### src/rtl/mmio_hub.sv
`timescale 1ns/1ps
// mmio_hub
// Memory-mapped I/O hub between a datapath load/store port and data memory.
// Stores to a console channel data address are queued in that channel's FIFO
// and streamed out; stores to the test status address set sticky pass/fail
// flags. Every other access passes through to data memory.
//
// Optional feature (macro MMIO_HUB_STATUS_EN): loads from
// CONSOLE_BASE+16*n+4 return the free-entry count of channel n, and loads from
// TEST_STAT_ADDR+4 return {.., test_failed, test_passed}.
//
// Ports:
//   clk, reset_n             clock, asynchronous active-low reset
//   io_addr/io_wdata         datapath address / store data
//   io_we/io_re              datapath store / load strobes
//   io_rdata                 load data back to the datapath
//   io_stall                 datapath must hold the current store
//   dmem_we/dmem_wdata       filtered store to data memory
//   dmem_rdata               data memory read data
//   con_valid/con_ready      per-channel output stream handshake
//   con_data                 channel n head entry in [n*XLEN +: XLEN]
//   test_passed/test_failed  sticky test result flags
//   fail_code                first non-magic value written to TEST_STAT_ADDR
//
// Handshake: a console beat transfers at a rising edge where con_valid[n] and
// con_ready[n] are both high; con_valid never depends on con_ready, and the
// head entry stays stable on con_data while con_valid is high and not taken.
module mmio_hub #(
  parameter int               XLEN           = 32,
  parameter int               NCHAN          = 2,
  parameter int               FIFO_DEPTH     = 8,
  parameter logic [XLEN-1:0]  CONSOLE_BASE   = 32'h1000_0000,
  parameter logic [XLEN-1:0]  TEST_STAT_ADDR = 32'h2000_0000,
  parameter logic [XLEN-1:0]  PASS_MAGIC     = 123456789
) (
  input  logic                  clk,
  input  logic                  reset_n,
  input  logic [XLEN-1:0]       io_addr,
  input  logic [XLEN-1:0]       io_wdata,
  input  logic                  io_we,
  input  logic                  io_re,
  output logic [XLEN-1:0]       io_rdata,
  output logic                  io_stall,
  output logic                  dmem_we,
  output logic [XLEN-1:0]       dmem_wdata,
  input  logic [XLEN-1:0]       dmem_rdata,
  output logic [NCHAN-1:0]      con_valid,
  input  logic [NCHAN-1:0]      con_ready,
  output logic [NCHAN*XLEN-1:0] con_data,
  output logic                  test_passed,
  output logic                  test_failed,
  output logic [XLEN-1:0]       fail_code
);

  localparam int PW = $clog2(FIFO_DEPTH);

  logic [NCHAN-1:0] chan_hit;
  logic [NCHAN-1:0] chan_full;
  logic [NCHAN-1:0] chan_push;
  logic             test_hit;
  logic             hub_store;

`ifdef MMIO_HUB_STATUS_EN
  logic [NCHAN-1:0] stat_hit;
  logic [XLEN-1:0]  chan_free [NCHAN];
`endif

  for (genvar n = 0; n < NCHAN; n++) begin : g_chan
    localparam logic [XLEN-1:0] CH_ADDR = CONSOLE_BASE + XLEN'(16 * n);

    logic [XLEN-1:0] mem [FIFO_DEPTH];
    // Pointers carry one extra wrap bit so full and empty are distinguishable.
    logic [PW:0]     wr_ptr;
    logic [PW:0]     rd_ptr;
    logic            empty;
    logic            pop;

    assign chan_hit[n]  = (io_addr == CH_ADDR);
    assign empty        = (wr_ptr == rd_ptr);
    // Full looks only at registered pointers: a pop this cycle cannot
    // release a stalled store until the next cycle.
    assign chan_full[n] = (wr_ptr[PW] != rd_ptr[PW]) &&
                          (wr_ptr[PW-1:0] == rd_ptr[PW-1:0]);
    assign chan_push[n] = reset_n && io_we && chan_hit[n] && !chan_full[n];
    assign pop          = !empty && con_ready[n];

    assign con_valid[n]                = !empty;
    assign con_data[n*XLEN +: XLEN]    = mem[rd_ptr[PW-1:0]];

`ifdef MMIO_HUB_STATUS_EN
    logic [PW:0] used;
    assign used         = wr_ptr - rd_ptr;
    assign stat_hit[n]  = (io_addr == CH_ADDR + XLEN'(4));
    assign chan_free[n] = XLEN'((PW+1)'(FIFO_DEPTH) - used);
`endif

    // Storage needs no reset: contents are only visible through valid pointers.
    always_ff @(posedge clk) begin
      if (chan_push[n]) mem[wr_ptr[PW-1:0]] <= io_wdata;
    end

    always_ff @(posedge clk or negedge reset_n) begin
      if (!reset_n) begin
        wr_ptr <= '0;
        rd_ptr <= '0;
      end else begin
        if (chan_push[n]) wr_ptr <= wr_ptr + 1'b1;
        if (pop)          rd_ptr <= rd_ptr + 1'b1;
      end
    end
  end

  assign test_hit  = (io_addr == TEST_STAT_ADDR);
  assign hub_store = (|chan_hit) || test_hit;

  // Gated by reset_n so a store held across reset is dropped immediately.
  assign io_stall   = reset_n && io_we && |(chan_hit & chan_full);
  assign dmem_we    = reset_n && io_we && !hub_store;
  assign dmem_wdata = io_wdata;

  always_ff @(posedge clk or negedge reset_n) begin
    if (!reset_n) begin
      test_passed <= 1'b0;
      test_failed <= 1'b0;
      fail_code   <= '0;
    end else if (io_we && test_hit) begin
      if (io_wdata == PASS_MAGIC) begin
        test_passed <= 1'b1;
      end else if (!test_failed) begin
        // Only the first failure code is kept.
        test_failed <= 1'b1;
        fail_code   <= io_wdata;
      end
    end
  end

  always_comb begin
    io_rdata = dmem_rdata;
    if (io_re) begin
      if (hub_store) io_rdata = '0;
`ifdef MMIO_HUB_STATUS_EN
      for (int n = 0; n < NCHAN; n++) begin
        if (stat_hit[n]) io_rdata = chan_free[n];
      end
      if (io_addr == TEST_STAT_ADDR + XLEN'(4)) begin
        io_rdata = {{(XLEN-2){1'b0}}, test_failed, test_passed};
      end
`endif
    end
  end

endmodule

### config.mk
export PLATFORM = sky130hd
export DESIGN_NAME = mmio_hub
export DESIGN_NICKNAME = d
export VERILOG_FILES = /design/src/rtl/mmio_hub.sv
export SDC_FILE = /design/constraint.sdc
export NUM_CORES = 1
export LEC_CHECK = 0
export CAP_MARGIN = 20
export CORE_MARGIN = 1.5
export CORE_UTILIZATION = 30
export DETAILED_ROUTE_END_ITERATION = 12
export SYNTH_ARGS = -nofsm -noshare
export SYNTH_HDL_FRONTEND = slang
export SYNTH_SLANG_ARGS = --single-unit
### constraint.sdc
create_clock -name clk -period 7.9 [get_ports clk]
set_clock_uncertainty 0.05 [all_clocks]
set_input_delay 1.58 -clock clk [delete_from_list [all_inputs] [get_ports clk]]
set_output_delay 1.58 -clock clk [all_outputs]
set_load 0.005 [all_outputs]
# ---- After elaboration in Yosys (flattened, before gate mapping)
# Memories as Yosys holds them, arrays and structs flattened.
# Index checks and enable logic that the tools add are counted.
# W data, S select, Z words.
dict set report totals {
  reg_bits 50
  ram_bits 512
  inputBits 102
  wordCells 55
  mem_count 2
}
# name words width rd rd_clocked_by_memory_dff write_ports line
set mem_list {}
lappend mem_list {{g_chan[0].mem} 8 32 1 0 1 71} ;# logic [XLEN-1:0] mem [FIFO_DEPTH];
lappend mem_list {{g_chan[1].mem} 8 32 1 0 1 71}
dict set report classes {
  add_sub_neg 4
  eq_ne 10
  n_mux 6
  bitwise_logic 3
  reduce_logical 23
}
# cell count
set ops {}
lappend ops {{$eq A32 B29 Y1 const B} 2}
lappend ops {{$mux W32} 2}
lappend ops {{$eq A32 B27 Y1 const B} 1}
lappend ops {{$eq A32 B30 Y1 const B} 1}
lappend ops {{$add A4 B1 Y4 const B} 4}
lappend ops {{$logic_and A1 B1 Y1} 12}
lappend ops {{$eq A4 B4 Y1} 2}
lappend ops {{$eq A3 B3 Y1} 2}
lappend ops {{$logic_not A1 Y1} 5}
lappend ops {{$mux W1} 4}
lappend ops {{$reduce_and A2 Y1} 2}
lappend ops {{$reduce_or A2 Y1} 2}
lappend ops {{$reduce_and A3 Y1} 1}
lappend ops {{$and A2 B2 Y2} 1}
lappend ops {{$ne A1 B1 Y1} 2}
lappend ops {{$not A1 Y1} 2}
lappend ops {{$logic_or A1 B1 Y1} 1}

# ---- Longest topological paths before layout
# Gate-level depths: netlist of the first run.
dict set report depth {
  depth_word 6
  ltp_mapped 7
  depth_no_buf 5
}

# ---- Worst setup path after synthesis of the first run
# No wires, ideal clock.
dict set report synth_path {
  path_type {input to register}
  startpoint {input io_addr[1]}
  endpoint {memory g_chan[1].mem[5][0] (enable)}
  setup_time_ns 0.513
  t_arrival_ns 6.192
  required_time_ns 7.337
  path_slack_ns 1.145
  stages 5
  path_buffers 0
  cell_sequence {nor4_1 -> nand4_1 -> nor4_1 -> nand2_1 -> nor4b_1}
}
dict set report synth_between {
  elab_chain_len 5
}
# element line
set synth_rtl {}
lappend synth_rtl {{from (decl)} 38} ;# input logic [XLEN-1:0] io_addr,
lappend synth_rtl {{$eq A32 B29 Y1} 78} ;# assign chan_hit[n] = (io_addr == CH_ADDR);
lappend synth_rtl {{$logic_and A1 B1 Y1 (2 in a row)} 84} ;# assign chan_push[n] = reset_n && io_we && chan_hit[n] && !chan_full[n];
lappend synth_rtl {{$mux W1} 99} ;# if (chan_push[n]) mem[wr_ptr[PW-1:0]] <= io_wdata;
lappend synth_rtl {{$mux W1 (not written as such)} 99}
lappend synth_rtl {{to (decl)} 71}
# Every way passes these cells.

# ---- Worst setup path in the final report of the first run
dict set report layout_path {
  startpoint {input io_addr[1]}
  endpoint {output io_rdata[22]}
}
dict set report layout_between {
  elab_chain_len 5
  elab_cells_between_ends 7
  cone_classes {eq/ne (3); mux (2); reduce/logical (2)}
}
# element line
set layout_rtl {}
lappend layout_rtl {{$eq A32 B29 Y1} 78}
lappend layout_rtl {{$reduce_or A2 Y1} 114} ;# assign hub_store = (|chan_hit) || test_hit;
lappend layout_rtl {{$logic_or A1 B1 Y1 *} 114}
lappend layout_rtl {{$mux W32 *} 140} ;# if (hub_store) io_rdata = '0;
lappend layout_rtl {{$mux W32 *} 139} ;# if (io_re) begin
lappend layout_rtl {{to (decl)} 42} ;# output logic [XLEN-1:0] io_rdata,
# Every way passes the cells marked *; elsewhere a longest branch is shown, timed or not.

==> summary.txt, run 1 <==
Layout
  – Share of cells above drive strength 1: 28.9%
  – Nets: 1,412
  – Sequential cell area: 16,600 um^2
  – Multi-input logic area: 5050 um^2
  – Fin area: 28,100 um^2
  – FILL cells: 6,543
  – Synth-to-Final Area Change: 27.2%

Setup path
  – CP delay by family, top: simple AND/OR/NAND/NOR gates
  – Critical-path top delay cell: nand2_1
  – Critical Path AT: 4240 ps
  – CP startpoint: io_addr[1]
  – CP bufs+invs: 2
  – Critical Path Max Stage Delay: 470 ps
  – Worst reg2reg path startpoint: g_chan[1].rd_ptr[0]
  – Reg2Reg Depth: 7
  – Required time of the critical path: 6270 ps
  – Most frequent CP cell: clkdlybuf4s50_1
  – Critical path, cell by cell: clkdlybuf4s50_1 > nor4_1 > nand4_1 > a211oi_1 > nand2_1 > and2_1 > clkdlybuf4s50_1
  – Register-to-register setup slack: 3980 ps
  – Max FO, Critical Path: 32
  – Crit start category: input port
  – Setup Crit Path Kind: input port to output port
  – Worst setup EP type: output port
  – Worst r2r dst: g_chan[1].mem[2][12]

Routing
  – Routed len/inst: 23.0 um
  – Drt via density: 4.73
  – WL final: 53.3 mm
  – Post-DRT Antenna Nets: 0
  – Pre-Repair DR Iteration Count: 4
  – DRT iter0 DRCs: 737
  – Via Count: 11,000
  – Residual DRC count: 0

Timing
  – Least-Margin Pin Slew: 1030 ps
  – Worst relative slew slack: 31.3%
  – Max frequency: 170 MHz
  – Finish-stage setup viols: 0
  – Setup_tns: 0 ps
  – Slew Limit Fails: 0
  – Fin crit share: 74.3%
  – Final critical-path required period: 5870 ps
  – Hold Violations, Final: 0
  – RSZ-0062 raised after global routing: no

Logic synthesis
  – Post-synthesis instance area: 22,100 um^2
  – Sequential fraction of the synthesis area: 75.3%
  – Top-area cell type share of the netlist area: 69.6%
  – Syn Inst Count: 1,012
  – Post-synthesis cell type with the largest combined area: edfxtp_1
  – Count leader, synth: edfxtp_1
  – #FFs+latches synth: 562
  – Net Count, Synth: 1,118
  – Top_reg_cell synth: edfxtp_1
  – Area contributors post-synth: edfxtp_1, mux4_2, dfrtp_1, mux2_2, buf_4
  – Async set-reset flop share out of synthesis: 8.90%
  – Synth cell count leaders: edfxtp_1, mux4_2, mux2_2, dfrtp_1, and2_1
  – Post-synth EDFFs: 512
  – Syn avg cell area: 21.8 um^2
  – Synth cell types: 33
  – Yosys warnings: 0

CTS
  – TritonCTS clock tree: yes
  – Clk Latency, worst-skew pair: 620 ps
  – Clock Sinks: 562
  – CTS clk-pin slew, worst paths: 60 ps
  – CTS-repair resized insts: 0
  – H-Tree Depth: 2
  – Post-CTS setup buffers: 0
  – CTS root buffer: clkbuf_16
  – CTS Buffer Depth: 3
  – Clock buffer count from CTS: 61
  – Post-CTS Hold Fix Bufs: 0

Placement
  – DP Area: 25,900 um^2
  – Port Buf Inserts: 267
  – DP HPWL: 31.0 mm
  – GP Congestion: 0.727

Worst hold path
  – Cell count of the worst hold path: 2
  – Worst hold path type: register to register
  – Worst hold start: test_passed
  – Endpoint of the worst hold path: test_passed

Power and ir drop
  – Power per cell area: 278 nW/um^2
  – Max VDD drop: 0.000166 V
  – LEAKAGE: 0.00910 uW

Die
  – Ports: 268
  – Starting density of the core: 30.3%
  – Core ar.: 73,000 um^2
  – Full die area: 75,200 um^2
  – Die X: 274 um
  – Die Ht: 274 um
  – Std-Cell Rows: 99

Global routing
  – GR Overflow Total: 0
  – Initial antenna violation count: 1
  – Total GRT Usage: 14.3%
  – First-pass GRT wire length: 77.8 mm
  – Vias in the first global route: 12,000
  – Maximum number of pins on one net before global-route repair: 51

Run status
  – Outcome: finished clean

Flow run
  – Max cap viols: 0
metrics by stage:
| step | std cells | hold slack, ps | util, % | setup WS [ps] | total power, uW |
|---|---|---|---|---|---|
| finish | 2318 | 437 | 38.5 | 2030 | 7800 |
| global route | 2317 | 449 | 38.5 | 1690 | 8130 |
| CTS | 2316 | 432 | 38.4 | 1990 | 7950 |
| detailed placement | 2201 | 413 | 35.5 | 1990 | 4930 |
| global placement | 2201 | 424 | 35.5 | 2110 | 4920 |
| floorplan | 1012 | 410 | - | 1150 | 4230 |
worst reg2reg max path, stage by stage, from the launching register on:
cell and delay, ps:
dfrtp_4 870, buf_4 710, xnor2_1 220, and4b_1 310, nor2_1 130, nand2_1 290, nor4_2 420, buf_4 530
power breakdown:
group	switching, uW	total (uW)	internal (uW)
logic	528	1420	888
registers	140	3400	3260
clock network	1170	2990	1820
flip-flops by register name, summed over array words and instances (netlist names):
register       cells
test_passed        1
g_chan.rd_ptr      8
g_chan.wr_ptr      8
fail_code         32
test_failed        1
g_chan.mem       512
per-layer routing:
metal	GRT usage [%]	up-vias	part of all wire, %
li1	-	4734	-
met1	18.7	5824	43
met2	24.3	332	50
met3	2.88	67	4.9
met4	3.31	0	1.7
met5	0	-	0
layout by cell type (no fill, tap or decap), types with 4 or more instances in the layout:
cell type and count:
and2_1 34, and4b_1 4, buf_4 46, bufinv_16 11
clkbuf_1 10, clkbuf_16 63, clkdlybuf4s50_1 266, clkinv_1 10
clkinv_2 12, clkinv_4 4, dfrtp_1 44, dfrtp_2 4
edfxtp_1 512, ha_1 4, inv_1 5, mux2_2 99
mux4_2 128, nand2_1 9, nand4_1 9, nor2_1 7
nor4_1 8, nor4_2 4, nor4b_1 4, nor4bb_1 4
xnor2_1 15, xor2_1 5
cells by family after synthesis:
group / count (synthesis) / synth area share [%]
AOI/OAI and AO/OA: 3 / 0.102
xor gates and xnor gates: 20 / 0.793
adders and majority gates: 4 / 0.227
buffers and inverters: 87 / 2.20
DFF: 562 / 75.3
muxes: 229 / 18.2
and+or+nand+nor: 107 / 3.17
final cells by class:
| cell class | count | share of cell area [%] |
|---|---|---|
| repair buffers | 313 | 10.8 |
| well taps | 959 | 4.27 |
| clock inverters | 41 | 1.77 |
| clock buffers | 74 | 5.80 |
| inverters | 5 | 0.0669 |
| flip-flops and latches | 562 | 59.3 |
| multi-input cells | 363 | 18.0 |
| diodes | 1 | 0.00891 |
worst max-delay path by stage:
stage	endpoint	slack [ps]	cells after the start
detailed placement	io_rdata[23]	1990	7
finish	io_rdata[22]	2030	7
floorplan	g_chan[1].mem[5][0]	1150	5
global placement	io_rdata[17]	2110	7
CTS	io_rdata[23]	1990	7
global route	io_rdata[30]	1690	7
(Power assumes the default switching activity.)
==> inputs of run 2 (changes only) <==
==> constraint.sdc (replaced) <==
create_clock -name clk -period 4.8 [get_ports clk]
set_clock_uncertainty 0.05 [all_clocks]
set_input_delay 0.96 -clock clk [delete_from_list [all_inputs] [get_ports clk]]
set_output_delay 0.96 -clock clk [all_outputs]
set_load 0.005 [all_outputs]
==> run 2 against run 1 <==
Against the previous run:
- via count increased by 0.58%
- worst setup slack got worse by 1600 ps
- largest power group unchanged
- power increased by 54%
- critical path type unchanged
- largest cell class unchanged
- critical path depth increased by 1
- routed wire length increased by 4.7%
==> summary.txt, run 2 (synthesis gave the netlist of run 1 again) <==
Routing
  – WL final: 55.8 mm (was 53.3 mm)
  – Highest Signal Layer: met5 (was met4)
  – Wl on met1: 23.0 mm (about the same)
  – DRT iter0 DRCs: 771 (was 737)
  – Drt via density: 4.72 (was 4.73)
  – Pre-Repair DR Iteration Count: 4 (unchanged)
  – Post-DRT Antenna Nets: 0 (unchanged)
  – WL met2: 28.5 mm (was 26.8 mm)
  – Residual DRC count: 0 (unchanged)
  – Routed len/inst: 23.9 um (was 23.0 um)
  – Metal3 WL: 3.13 mm (was 2.62 mm)
  – Via Count: 11,000 (about the same)

CTS
  – Clk Latency, worst-skew pair: 600 ps (was 620 ps)
  – CTS Buffer Depth: 3 (unchanged)
  – Clock Sinks: 562 (unchanged)
  – Post-CTS setup buffers: 0 (unchanged)
  – CTS clk-pin slew, worst paths: 60 ps (about the same)
  – TritonCTS clock tree: yes (unchanged)
  – H-Tree Depth: 2 (unchanged)
  – Post-CTS Hold Fix Bufs: 0 (unchanged)
  – CTS-repair resized insts: 0 (unchanged)
  – Clock buffer count from CTS: 53 (was 61)
  – CTS root buffer: clkbuf_16 (unchanged)

Setup path
  – Critical Path Max Stage Delay: 450 ps (was 470 ps)
  – Register-to-register setup slack: 1630 ps (was 3980 ps)
  – Critical-path top delay cell: clkdlybuf4s50_1 (was nand2_1)
  – Worst setup EP type: output port (unchanged)
  – Max FO, Critical Path: 32 (unchanged)
  – CP delay by family, top: buffers and inverters (was simple AND/OR/NAND/NOR gates)
  – Critical path, cell by cell: clkdlybuf4s50_1 > nor4_1 > nand4_1 > a211oi_1 > nand2_1 > buf_4 > and2_1 > clkdlybuf4s50_1 (was clkdlybuf4s50_1 > nor4_1 > nand4_1 > a211oi_1 > nand2_1 > and2_1 > clkdlybuf4s50_1)
  – Most frequent CP cell: clkdlybuf4s50_1 (unchanged)
  – Required time of the critical path: 3790 ps (was 6270 ps)
  – CP bufs+invs: 3 (was 2)
  – Setup Crit Path Kind: input port to output port (unchanged)
  – Worst reg2reg path startpoint: g_chan[0].rd_ptr[2] (was g_chan[1].rd_ptr[0])
  – CP startpoint: io_addr[1] (unchanged)
  – Crit start category: input port (unchanged)
  – Critical Path AT: 3340 ps (was 4240 ps)

Run status
  – Outcome: finished clean (unchanged)

Placement
  – DP HPWL: 35.8 mm (was 31.0 mm)
  – Port Buf Inserts: 267 (unchanged)
  – GP Congestion: 0.758 (was 0.727)
  – Pre-CTS setup slack: 369 ps (was 1990 ps)

Layout
  – Post-layout util: 38.4% (was 38.5%)
  – Nets: 1,436 (was 1,412)
  – Most common cell after layout, fill and taps aside: edfxtp_1 (unchanged)
  – Most frequent cells in the layout: edfxtp_1, clkdlybuf4s50_1, mux4_2 (unchanged)
  – FILL cells: 6,576 (was 6,543)
  – Sequential cell area: 16,600 um^2 (unchanged)
  – Share of cells above drive strength 1: 29.6% (was 28.9%)
  – Synth-to-Final Area Change: 26.7% (was 27.2%)
  – Multi-input logic area: 5050 um^2 (unchanged)
  – Largest register FFs: 512 (unchanged)

Power and ir drop
  – Power per cell area: 431 nW/um^2 (was 278 nW/um^2)
  – LEAKAGE: 0.00906 uW (was 0.00910 uW)
  – Max VDD drop: 0.000254 V (was 0.000166 V)

Timing
  – Least-Margin Pin Slew: 926 ps (was 1030 ps)
  – Hold Violations, Final: 0 (unchanged)
  – Setup WS post-layout: 445 ps (was 2030 ps)
  – Fin crit share: 90.7%
  – Finish-stage setup viols: 0 (unchanged)
  – Slew Limit Fails: 0 (unchanged)
  – RSZ-0062 raised after global routing: no (unchanged)
  – Max frequency: 230 MHz
  – Worst relative slew slack: 37.5% (was 31.3%)
  – Final critical-path required period: 4350 ps
  – WHS: 167 ps (was 437 ps)

Die
  – Core ar.: 73,000 um^2 (unchanged)
  – Ports: 268 (unchanged)
  – Std-Cell Rows: 99 (unchanged)
  – Die X: 274 um (unchanged)
  – Die Ht: 274 um (unchanged)
  – Starting density of the core: 30.3% (unchanged)
  – Full die area: 75,200 um^2 (unchanged)

Global routing
  – First-pass GRT wire length: 80.3 mm (was 77.8 mm)
  – Total GRT Usage: 14.9% (was 14.3%)
  – GR Overflow Total: 0 (unchanged)
  – Maximum number of pins on one net before global-route repair: 44 (was 51)
  – Vias in the first global route: 11,900 (was 12,000)
  – Initial antenna violation count: 2 (was 1)

Flow run
  – Max cap viols: 0 (unchanged)

Worst hold path
  – Worst hold path type: input port to asynchronous set/reset pin (was register to register)
==> run 2: cell types whose count changed in the layout (fill, tap and decap cells not counted), moves of 4 or more <==
cell       delta
clkbuf_16    -10
clkinv_2      -4
bufinv_16     -8
clkbuf_1      +4
buf_12       +10
buf_4        +21
==> run 2: final timing paths <==
check                      depth (start not counted)                   to
max                                                8         io_rdata[15]
min in group clk                                   2          test_passed
max in group asynchronous                          2  g_chan[0].rd_ptr[0]
min reg2reg                                        2          test_passed
max reg2reg                                        6  g_chan[0].mem[6][0]
min                                                1          test_failed
==> run 2: power breakdown <==
group | switching, uW | internal, uW | leakage, uW | total (uW)
logic | 969 | 1510 | 0.00298 | 2480
registers | 193 | 5360 | 0.00527 | 5550
clock network | 1770 | 2250 | 0.000805 | 4020
==> run 2: per-layer routing <==
| metal | vias to the layer above | GRT usage (%) |
|---|---|---|
| li1 | 4778 | - |
| met5 | - | 0 |
| met3 | 62 | 3.23 |
| met4 | 2 | 3.90 |
| met1 | 5864 | 18.5 |
| met2 | 315 | 26.1 |
==> run 2: layout make-up <==
class	instances	area share (%)
Antenna cell	1	0.00894
Clock buffer	70	5.08
Clock inverter	28	0.890
Inverter	5	0.0671
Multi-Input combinational cell	363	18.1
Sequential cell	562	59.5
Tap cell	959	4.29
Timing Repair Buffer	345	12.1
==> run 2: stage by stage <==
stage	cells	TNS [ps]	instance area, um^2	power (uW)
6_report	2333	0	28000	12100
5_1_grt	2332	0	28000	12500
4_1_cts	2331	0	28000	12200
3_5_place_dp	2233	0	26300	8210
3_3_place_gp	2232	0	26300	8200
2_1_floorplan	1012	-222000	22100	6950
==> inputs of run 3 (changes only) <==
--- a/config.mk
+++ b/config.mk
@@ -5,6 +5,7 @@
 export SDC_FILE = /design/constraint.sdc
 export NUM_CORES = 1
 export LEC_CHECK = 0
+export ABC_AREA = 1
 export CAP_MARGIN = 20
 export CORE_MARGIN = 1.5
 export CORE_UTILIZATION = 30
==> run 3 against run 2 <==
Against the previous run:
- worst hold slack improved by 260 ps
- largest power group unchanged
- power rose by 23%
- routed wire length is 19% higher
- sequential share of layout area decreased by 1.9 points
- via count grew 45%
- register-to-register slack better by 210 ps
==> summary.txt, run 3 <==
CTS
  – Post-CTS setup buffers: 0 (unchanged)
  – Post-CTS Hold Fix Bufs: 0 (unchanged)
  – H-Tree Depth: 2 (unchanged)
  – CTS Buffer Depth: 3 (unchanged)
  – CTS clk-pin slew, worst paths: 60 ps (about the same)
  – CTS root buffer: clkbuf_16 (unchanged)
  – Clock Sinks: 562 (unchanged)
  – Clk Latency, worst-skew pair: 630 ps (was 600 ps)
  – Clock buffer count from CTS: 59 (was 53)
  – CTS-repair resized insts: 0 (unchanged)
  – TritonCTS clock tree: yes (unchanged)

Global routing
  – GR Overflow Total: 0 (unchanged)
  – Initial antenna violation count: 0 (was 2)
  – Total GRT Usage: 16.6% (was 14.9%)
  – Vias in the first global route: 15,900 (was 11,900)
  – Maximum number of pins on one net before global-route repair: 92 (was 44)
  – First-pass GRT wire length: 97.9 mm (was 80.3 mm)

Timing
  – Least-Margin Pin Slew: 977 ps (was 926 ps)
  – Final critical-path required period: 4330 ps (was 4350 ps)
  – Worst relative slew slack: 34.9% (was 37.5%)
  – RSZ-0062 raised after global routing: no (unchanged)
  – Setup_tns: 0 ps (unchanged)
  – Setup WS post-layout: 474 ps (was 445 ps)
  – Hold Violations, Final: 0 (unchanged)
  – Finish-stage setup viols: 0 (unchanged)
  – Fin crit share: 90.1% (was 90.7%)
  – Max frequency: 231 MHz (was 230 MHz)
  – Slew Limit Fails: 0 (unchanged)

Placement
  – Pre-CTS setup slack: 703 ps (was 369 ps)
  – Dpl cells: 3,162 (was 2,233)
  – GP Congestion: 0.867 (was 0.758)
  – DP Area: 27,000 um^2 (was 26,300 um^2)
  – Port Buf Inserts: 267 (unchanged)
  – DP HPWL: 40.1 mm (was 35.8 mm)

Logic synthesis
  – Synth cell types: 28 (was 33)
  – Post-synth EDFFs: 512 (unchanged)
  – Area contributors post-synth: edfxtp_1, nor2_1, nand2_1, dfrtp_1, o32ai_1 (was edfxtp_1, mux4_2, dfrtp_1, mux2_2, buf_4)
  – Net Count, Synth: 2,053 (was 1,118)
  – Post-synthesis cell type with the largest combined area: edfxtp_1 (unchanged)
  – Yosys warnings: 0 (unchanged)
  – Top-area cell type share of the netlist area: 66.1% (was 69.6%)
  – Syn avg cell area: 11.9 um^2 (was 21.8 um^2)
  – Count leader, synth: edfxtp_1 (unchanged)
  – Async set-reset flop share out of synthesis: 8.90% (unchanged)
  – Top_reg_cell synth: edfxtp_1 (unchanged)
  – #FFs+latches synth: 562 (unchanged)
  – Post-synthesis instance area: 23,300 um^2 (was 22,100 um^2)
  – Syn Inst Count: 1,947 (was 1,012)
  – Synth cell count leaders: edfxtp_1, nor2_1, nand2_1, o21ai_0, o32ai_1 (was edfxtp_1, mux4_2, mux2_2, dfrtp_1, and2_1)
  – Sequential fraction of the synthesis area: 71.5% (was 75.3%)

Setup path
  – Setup Crit Path Kind: register to output port (was input port to output port)
  – Crit start category: register (was input port)
  – Reg2Reg Depth: 8 (was 6)
  – Worst setup EP type: output port (unchanged)
  – Required time of the critical path: 3790 ps (about the same)
  – Critical Path AT: 3320 ps (was 3340 ps)
  – Max FO, Critical Path: 87 (was 32)

Run status
  – Outcome: finished clean (unchanged)

Routing
  – Pre-Repair DR Iteration Count: 5 (was 4)
  – WL final: 66.7 mm (was 55.8 mm)
  – Metal3 WL: 4.34 mm (was 3.13 mm)
  – Wl on met1: 27.2 mm (was 23.0 mm)
  – Drt via density: 4.90 (was 4.72)
  – DRT iter0 DRCs: 1,120 (was 771)
  – Post-DRT Antenna Nets: 0 (unchanged)
  – Residual DRC count: 0 (unchanged)
  – Via Count: 16,000 (was 11,000)
  – Routed len/inst: 20.4 um (was 23.9 um)
  – WL met2: 33.4 mm (was 28.5 mm)
  – Highest Signal Layer: met4 (was met5)

Layout
  – Nets: 2,301 (was 1,436)
  – Fin area: 28,900 um^2 (was 28,000 um^2)
  – Largest register FFs: 512 (unchanged)
  – Synth-to-Final Area Change: 24.3% (was 26.7%)
  – Most frequent cells in the layout: edfxtp_1, nor2_1, nand2_1 (was edfxtp_1, clkdlybuf4s50_1, mux4_2)
  – Share of cells above drive strength 1: 8.23% (was 29.6%)
  – Ant diodes: 0 (was 1)
  – FILL cells: 7,314 (was 6,576)
  – Layout Cells excl Fill: 3,266 (was 2,333)
  – Most common cell after layout, fill and taps aside: edfxtp_1 (unchanged)

Power and ir drop
  – Overall power: 14,800 uW (was 12,100 uW)
  – Max VDD drop: 0.000344 V (was 0.000254 V)
  – Power per cell area: 512 nW/um^2 (was 431 nW/um^2)
  – LEAKAGE: 0.0104 uW (was 0.00906 uW)

Die
  – Std-Cell Rows: 101 (was 99)
  – Ports: 268 (unchanged)
  – Starting density of the core: 30.5% (was 30.3%)
  – Full die area: 79,200 um^2 (was 75,200 um^2)
  – Core ar.: 76,300 um^2 (was 73,000 um^2)
  – Die Ht: 281 um (was 274 um)
  – Die X: 281 um (was 274 um)

Flow run
  – Max cap viols: 0 (unchanged)

Worst hold path
  – Worst hold path type: register to register (was input port to asynchronous set/reset pin)
  – Cell count of the worst hold path: 2
-- run 3: changes by cell type after synthesis, sizes merged, moves of 12 or more --
cell	change
clkbuf	+19
mux2	-101
buf	+47
o21ai	+132
nor2	+427
nor4	-12
nand3	+41
and2	-34
nand2	+332
inv	+85
mux4	-128
a21oi	+32
o32ai	+128
-- run 3: power breakdown --
group	switching, uW	internal (uW)
combinational	2620	1960
clock	1840	2670
sequential	348	5380
total	4810	10000
-- run 3: critical path, cell delays in order, from the launching register on --
cell and delay (ps):
dfrtp_4 800, clkinv_2 190, buf_4 400, nor2_1 80
o32ai_1 280, nand2_1 110, nand2_1 210, clkdlybuf4s50_1 550
-- run 3: logic make-up after synthesis --
| logic type | share of synthesized area [%] |
|---|---|
| and+or+nand+nor | 14.1 |
| DFF | 71.5 |
| AOI/OAI and AO/OA | 8.38 |
| buffers and inverters | 5.16 |
| xor gates and xnor gates | 0.678 |
| adders and majority gates | 0.215 |
-- run 3: metrics by stage --
stage | util (%) | hold slack [ps]
6_report | 37.9 | 423
5_1_grt | 37.9 | 454
4_1_cts | 37.8 | 429
3_5_place_dp | 35.4 | 406
3_3_place_gp | 35.4 | 412
2_1_floorplan | - | 401
-- run 3: area by class of cell --
cell class | instances | area (um^2) | area share [%]
Clock buffer | 78 | 1580 | 5.45
Clock inverter | 24 | 327 | 1.13
Inverter | 90 | 340 | 1.18
Multi-Input combinational cell | 1147 | 5480 | 18.9
Sequential cell | 562 | 16600 | 57.5
Tap cell | 1030 | 1290 | 4.46
Timing Repair Buffer | 335 | 3280 | 11.3
-- run 3: worst paths after layout --
path                                     start                   end  slack (ps)
setup / recovery           g_chan[1].rd_ptr[0]          con_data[56]         470
hold / removal                   fail_code[17]         fail_code[17]         420
setup reg to reg           g_chan[0].rd_ptr[0]  g_chan[0].mem[6][14]        1840
hold reg to reg                  fail_code[17]         fail_code[17]         420
max in group asynchronous              reset_n   g_chan[1].rd_ptr[0]        3680
min in group asynchronous              reset_n         fail_code[19]         450
-- run 3: per-layer routing --
metal | global-route usage (%) | up-vias
met4 | 5.46 | 0
met1 | 20.4 | 8049
met3 | 3.22 | 96
met5 | 0 | -
met2 | 29.0 | 549
li1 | - | 7304
